==> src/rtl/uart_rx_core.sv <==
// uart_rx_core -- oversampling UART receiver with sticky status flags.
//
// Purpose:
//   Receives asynchronous serial frames on RXD: a start bit, DATA_BITS data
//   bits (LSB first), an optional parity bit and STOP_BITS stop bits. Each bit
//   is OVS clk cycles long. Every bit after the start bit is decided by a
//   majority vote over all of its OVS samples. A completed word is presented
//   on RX_DATA together with a sticky "word available" flag and sticky error
//   bits. The consumer clears the flag and the error bits with an acknowledge.
//
// Ports:
//   clk                  in   sole clock, rising edge
//   reset_n              in   asynchronous active-low reset
//   RXD                  in   serial line, idle high, asynchronous to clk
//   rx_complete_del_flag in   acknowledge: clears the flag and all error bits
//   RX_DATA              out  last received word, LSB = first data bit
//   rx_complete_flag     out  sticky "word available"
//   parity_err           out  sticky parity mismatch in the last word
//   frame_err            out  sticky: a stop bit was decided 0
//   overrun_err          out  sticky: a word completed while the flag was set
module uart_rx_core #(
  parameter int DATA_BITS  = 8,
  parameter int OVS        = 16,
  parameter int PARITY_EN  = 0,
  parameter int PARITY_ODD = 0,
  parameter int STOP_BITS  = 1
) (
  input  logic                 clk,
  input  logic                 reset_n,
  input  logic                 RXD,
  input  logic                 rx_complete_del_flag,
  output logic [DATA_BITS-1:0] RX_DATA,
  output logic                 rx_complete_flag,
  output logic                 parity_err,
  output logic                 frame_err,
  output logic                 overrun_err
);

  localparam int CW = $clog2(OVS);      // cycle-in-bit counter width
  localparam int AW = $clog2(OVS) + 1;  // ones accumulator must hold OVS itself
  localparam int IW = 4;                // bit index: up to 9 data bits

  localparam logic [CW-1:0] CNT_LAST      = CW'(OVS - 1);
  localparam logic [CW-1:0] CNT_MID       = CW'(OVS / 2 - 1);
  localparam logic [AW-1:0] ONES_HALF     = AW'(OVS / 2);
  localparam logic [IW-1:0] IDX_DATA_LAST = IW'(DATA_BITS - 1);
  localparam logic [IW-1:0] IDX_STOP_LAST = IW'(STOP_BITS - 1);

  typedef enum logic [2:0] {
    IDLE,
    START_BIT,
    DATA_BITS_ST,
    PARITY_BIT,
    STOP_BIT
  } state_t;

  // ---------------------------------------------------------------------
  // Two-flop synchronizer. Resetting to 1 (idle line) means a reset can
  // never create a phantom falling edge.
  // ---------------------------------------------------------------------
  logic rx_meta_q;
  logic rxs_q;

  always_ff @(posedge clk or negedge reset_n) begin
    if (!reset_n) begin
      rx_meta_q <= 1'b1;
      rxs_q     <= 1'b1;
    end else begin
      rx_meta_q <= RXD;
      rxs_q     <= rx_meta_q;
    end
  end

  // ---------------------------------------------------------------------
  // Receiver state
  // ---------------------------------------------------------------------
  state_t                 state_q, state_d;
  logic [CW-1:0]          cnt_q, cnt_d;
  logic [AW-1:0]          ones_q, ones_d;
  logic [IW-1:0]          idx_q, idx_d;
  logic [DATA_BITS-1:0]   shift_q, shift_d;
  logic                   par_pend_q, par_pend_d;
  logic                   frm_pend_q, frm_pend_d;

  logic [DATA_BITS-1:0]   rx_data_q, rx_data_d;
  logic                   flag_q, flag_d;
  logic                   par_err_q, par_err_d;
  logic                   frm_err_q, frm_err_d;
  logic                   ovr_err_q, ovr_err_d;

  // Intermediate decode
  logic                   bit_end;
  logic [AW-1:0]          ones_sum;
  logic                   bit_val;
  logic                   exp_par;
  logic                   complete;
  logic                   par_now;
  logic                   frm_now;

  // The decision includes the sample of the bit's final cycle, so the vote
  // is over all OVS samples even though the accumulator only holds OVS-1.
  assign bit_end  = (cnt_q == CNT_LAST);
  assign ones_sum = ones_q + AW'(rxs_q);
  assign bit_val  = (ones_sum >= ONES_HALF);
  assign exp_par  = (^shift_q) ^ (PARITY_ODD != 0);

  // ---------------------------------------------------------------------
  // FSM next state, counters and data capture
  // ---------------------------------------------------------------------
  always_comb begin
    state_d    = state_q;
    cnt_d      = cnt_q;
    ones_d     = ones_q;
    idx_d      = idx_q;
    shift_d    = shift_q;
    par_pend_d = par_pend_q;
    frm_pend_d = frm_pend_q;
    complete   = 1'b0;
    par_now    = par_pend_q;
    frm_now    = frm_pend_q;

    unique case (state_q)
      IDLE: begin
        cnt_d  = '0;
        ones_d = '0;
        idx_d  = '0;
        if (!rxs_q) begin
          state_d    = START_BIT;
          par_pend_d = 1'b0;
          frm_pend_d = 1'b0;
        end
      end

      START_BIT: begin
        ones_d = '0;
        if (cnt_q == CNT_MID && rxs_q) begin
          // Line back high at mid start bit: glitch, not a frame.
          state_d = IDLE;
          cnt_d   = '0;
        end else if (bit_end) begin
          state_d = DATA_BITS_ST;
          cnt_d   = '0;
          idx_d   = '0;
        end else begin
          cnt_d = cnt_q + CW'(1);
        end
      end

      DATA_BITS_ST: begin
        if (bit_end) begin
          cnt_d  = '0;
          ones_d = '0;
          // Shift in from the top: after DATA_BITS bits the first bit
          // received sits in the LSB.
          shift_d = {bit_val, shift_q[DATA_BITS-1:1]};
          if (idx_q == IDX_DATA_LAST) begin
            idx_d   = '0;
            state_d = (PARITY_EN != 0) ? PARITY_BIT : STOP_BIT;
          end else begin
            idx_d = idx_q + IW'(1);
          end
        end else begin
          cnt_d  = cnt_q + CW'(1);
          ones_d = ones_sum;
        end
      end

      PARITY_BIT: begin
        if (bit_end) begin
          cnt_d   = '0;
          ones_d  = '0;
          idx_d   = '0;
          state_d = STOP_BIT;
          if (bit_val != exp_par) begin
            par_pend_d = 1'b1;
          end
        end else begin
          cnt_d  = cnt_q + CW'(1);
          ones_d = ones_sum;
        end
      end

      STOP_BIT: begin
        if (bit_end) begin
          cnt_d  = '0;
          ones_d = '0;
          if (idx_q == IDX_STOP_LAST) begin
            // Last stop bit: hand the word and its errors to the outputs
            // on this edge; pending state is consumed.
            complete   = 1'b1;
            frm_now    = frm_pend_q | ~bit_val;
            state_d    = IDLE;
            idx_d      = '0;
            par_pend_d = 1'b0;
            frm_pend_d = 1'b0;
          end else begin
            frm_pend_d = frm_pend_q | ~bit_val;
            idx_d      = idx_q + IW'(1);
          end
        end else begin
          cnt_d  = cnt_q + CW'(1);
          ones_d = ones_sum;
        end
      end

      default: begin
        state_d = IDLE;
      end
    endcase
  end

  // ---------------------------------------------------------------------
  // Output / status registers
  // ---------------------------------------------------------------------
  always_comb begin
    rx_data_d = rx_data_q;
    flag_d    = flag_q;
    par_err_d = par_err_q;
    frm_err_d = frm_err_q;
    ovr_err_d = ovr_err_q;

    if (complete) begin
      rx_data_d = shift_q;
      flag_d    = 1'b1;
      if (rx_complete_del_flag) begin
        // Acknowledge lands together with a new word: the old status is
        // consumed, only the new word's errors remain, no overrun.
        par_err_d = par_now;
        frm_err_d = frm_now;
        ovr_err_d = 1'b0;
      end else begin
        par_err_d = par_err_q | par_now;
        frm_err_d = frm_err_q | frm_now;
        ovr_err_d = ovr_err_q | flag_q;
      end
    end else if (rx_complete_del_flag) begin
      flag_d    = 1'b0;
      par_err_d = 1'b0;
      frm_err_d = 1'b0;
      ovr_err_d = 1'b0;
    end
  end

  always_ff @(posedge clk or negedge reset_n) begin
    if (!reset_n) begin
      state_q    <= IDLE;
      cnt_q      <= '0;
      ones_q     <= '0;
      idx_q      <= '0;
      shift_q    <= '0;
      par_pend_q <= 1'b0;
      frm_pend_q <= 1'b0;
      rx_data_q  <= '0;
      flag_q     <= 1'b0;
      par_err_q  <= 1'b0;
      frm_err_q  <= 1'b0;
      ovr_err_q  <= 1'b0;
    end else begin
      state_q    <= state_d;
      cnt_q      <= cnt_d;
      ones_q     <= ones_d;
      idx_q      <= idx_d;
      shift_q    <= shift_d;
      par_pend_q <= par_pend_d;
      frm_pend_q <= frm_pend_d;
      rx_data_q  <= rx_data_d;
      flag_q     <= flag_d;
      par_err_q  <= par_err_d;
      frm_err_q  <= frm_err_d;
      ovr_err_q  <= ovr_err_d;
    end
  end

  assign RX_DATA          = rx_data_q;
  assign rx_complete_flag = flag_q;
  assign parity_err       = par_err_q;
  assign frame_err        = frm_err_q;
  assign overrun_err      = ovr_err_q;

endmodule

==> config.mk <==
export PLATFORM = sky130hd
export DESIGN_NAME = uart_rx_core
export DESIGN_NICKNAME = d
export VERILOG_FILES = /design/src/rtl/uart_rx_core.sv
export SDC_FILE = /design/constraint.sdc
export NUM_CORES = 1
export LEC_CHECK = 0
export ABC_AREA = 0
export CAP_MARGIN = 40
export CORE_ASPECT_RATIO = 1.25
export CORE_UTILIZATION = 24
export DETAILED_ROUTE_END_ITERATION = 6
export PLACE_DENSITY = 0.4
export SETUP_SLACK_MARGIN = 0.3
export SYNTH_ARGS = -nofsm -noshare
export SYNTH_HDL_FRONTEND = slang
export SYNTH_SLANG_ARGS = --single-unit
==> constraint.sdc <==
create_clock -name clk -period 1.89 [get_ports clk]
set_clock_uncertainty 0.05 [all_clocks]
set_input_delay 0.378 -clock clk [delete_from_list [all_inputs] [get_ports clk]]
set_output_delay 0.378 -clock clk [all_outputs]
set_load 0.03 [all_outputs]
==> results.md <==
* Outcome: finished, final reports clean
* Area share of the largest cell type after synthesis at 46.8%
* Final setup fails at 0
* DRT Wirelength at 4.49 mm
* Largest stage delay, worst path at 0.39 ns
* HPWL after DPL at 3.13 mm
* Syn_area_per_cell at 10.9 sq um
* Adder-Cell Fraction of Synth Area at 3.63%
* Final slew viol count at 0
* Clock Pin Slew Worst Setup and Hold Paths at 0.08 ns
* Top FF cell, synth: dfrtp_1
* Post-route antenna net violation count at 0
* Chip height at 105 um
* Leading area contributor after synthesis: dfrtp_1
* P&R area growth vs syn at 33.5%
* Final hold vios at 0
* Gr ovfl total at 0
* Die width at 84.3 um
* Max-Slew Margin vs Limit at 63.9%
* EDFF count, synth at 0
* Initial DRC count at 89
* Post-synth ARST share at 100%
* DR WL/cell at 13.9 um
* Synth cell count leaders: 38 x dfrtp_1, 16 x a21oi_1, 14 x nor2_1, 11 x xnor2_1
* Largest cells by area after synthesis: dfrtp_1 47%, mux2_2 5.0%, xnor2_1 4.7%
* Post-route cell area at 2710 sq um
* TritonRoute pass-1 iters at 4
* Post-CTS Hold Fix Bufs at 0
* Most frequent cell after synthesis: dfrtp_1
* Mux cell area share after synthesis at 9.66%
* Highest net fanout along the worst path at 10
* Setup crit end kind: register
* Worst-Margin Slew at 0.542 ns
* Total track usage at 11.0%
* Via-to-Cell Ratio at 4.65
* Proportion of layout cells with a drive suffix above 1 at 36.1%
* Vias in the first global route at 1,512
* First-pass GRT wire length at 7.66 mm
* CP arrival at 1.92 ns
* Worst path required time at 2.02 ns
* DRC at 0
* Static Leak at 1.24 nW
* Critical-path top delay cell: dfrtp_1
* Crit-path cells: inv_2, ha_1, or3b_4, nor2_4, nand3_2, buf_12, mux2_4
* Syn Nets at 195
* Net total in the final layout at 235
* # rows at 37
* CTS tree: built
* Post-synthesis simple-gate area fraction at 14.2%
* Critical path class: register to register
* Syn Inst Count at 186
* Final Hold Slack at 0.0987 ns
* Cell variety after synth at 42
* Period minus WS final at 1.79 ns
* Total CTS buffers at 5
* Initial core utilization at 24.7%
* Largest family of logic cells by synthesized area: simple AND/OR/NAND/NOR gates
* # port buffers at 15
* Clock Tree Root: clkbuf_8
* Placed Instance Area at 2490 sq um
* Diode count at 0
* Synth Area in Compound Gates at 13.7%
* Delay-heaviest family, CP: simple AND/OR/NAND/NOR gates
* DR vias at 1,506
* CTS max path bufs at 2
* Worst Path Buf+Inv at 2
* RSZ-0062 raised after global routing: yes
* Core area at 8240 sq um
* Cell area after synthesis at 2030 sq um
* Post-Synth XOR/XNOR Area at 5.17%
* Gpl congestion at 0.710
* Fmax at 558 MHz
* CTS sink cnt at 40
* # IOs at 16
* TNS Setup at 0 ns
* CP startpoint kind: register
* Die area at 8850 sq um
* Worst hold path type: input port to async pin
* H-tree Lvls at 2
* Clk_lat worst skew at 0.29 ns
* Initial antenna violation count at 0
* Tcrit/Tclk final at 94.9%
* Power density cells at 1040 nW/um^2
* Seq/Total Area, Yosys at 49.4%
* # Max-Cap Violations at 0
* Maximum vdd drop at 0.509 mV
* Synthesis Warnings at 0
* Largest net degree at the start of global routing at 41
* Synthesized flop and latch total at 40
==> cell usage in the layout (no fill, tap or decap), types with 3 or more instances in the layout <==
cell type / instances
a21oi_1: 13
a21oi_2: 3
a22o_1: 3
buf_4: 22
clkbuf_8: 5
dfrtp_1: 34
dfrtp_2: 4
dlygate4sd2_1: 12
ha_4: 3
inv_1: 8
mux2_4: 12
nand2_1: 8
nand3_1: 4
nor2_1: 14
o21ai_0: 5
o21ai_1: 4
xnor2_1: 11
==> path summary, 6_finish.rpt <==
kind	cells after the start	startpoint	slack, ns	to
setup / recovery	7	idx_q[1]	0.1	RX_DATA[2]
hold / removal	2	reset_n	0.1	ones_q[1]
setup reg to reg	7	idx_q[1]	0.1	RX_DATA[2]
hold reg to reg	0	rx_meta_q	0.31	rxs_q
max in group asynchronous	2	reset_n	1.30	state_q[1]
min in group clk	0	rx_meta_q	0.31	rxs_q
==> final cells by class <==
class,instances,area (sq um)
inverters,10,37.5
multi-input cells,128,1080
fillers,845,5530
repair buffers,41,358
clock inverters,3,42.5
well taps,97,121
clock buffers,5,68.8
flip-flops and latches,40,1010
==> timing repair <==
action	4_1_cts	5_1_grt
gates resized for setup	22	14
pin swaps	3	3
cloned	0	0
endpoints found under the setup margin	43	33
setup buffers	6	3
==> cell families (layout without fill, tap and decap cells) <==
| group | after synthesis | after routing |
|---|---|---|
| AND/OR/NAND/NOR | 50 | 50 |
| AO/OA/AOI/OAI | 44 | 44 |
| flip-flops | 40 | 40 |
| buffers and inverters | 18 | 59 |
| multiplexers | 16 | 16 |
| XOR/XNOR | 12 | 12 |
| adder cells (fa/ha/maj) | 6 | 6 |
==> sequential cells by signal, summed over array words and instances (netlist names), 3 cells and up <==
signal,flops
ones_q,5
shift_q,8
cnt_q,4
state_q,3
RX_DATA,8
idx_q,4
==> worst register-to-register path: stages, from the launching register on <==
cell	delay, ns
dfrtp_1	0.39
inv_2	0.08
ha_1	0.13
or3b_4	0.39
nor2_4	0.10
nand3_2	0.09
buf_12	0.16
mux2_4	0.29
==> metal layers <==
metal	track usage (%)	wire length [um]
met5	0	0
met3	1.90	131
met2	19.4	2340
met4	4.06	76
met1	13.3	1940
==> report_power, final <==
group	total, mW	internal [mW]	switching [mW]
Sequential	1.12	0.973	0.148
Clock	0.715	0.391	0.324
Combinational	0.986	0.508	0.479
Total	2.82	1.87	0.951
==> metrics by stage <==
stage          setup WS [ns]  power, mW  util [%]  std cells
2_1_floorplan         0.0302       1.71         -        186
3_3_place_gp          0.0768       1.99      30.2        307
3_5_place_dp          0.0814       1.98      30.2        307
4_1_cts               0.0624       2.81      32.3        321
5_1_grt               0.0298       3.02      32.9        324
6_report              0.0966       2.82      32.9        324
(Power assumes the default switching activity.)
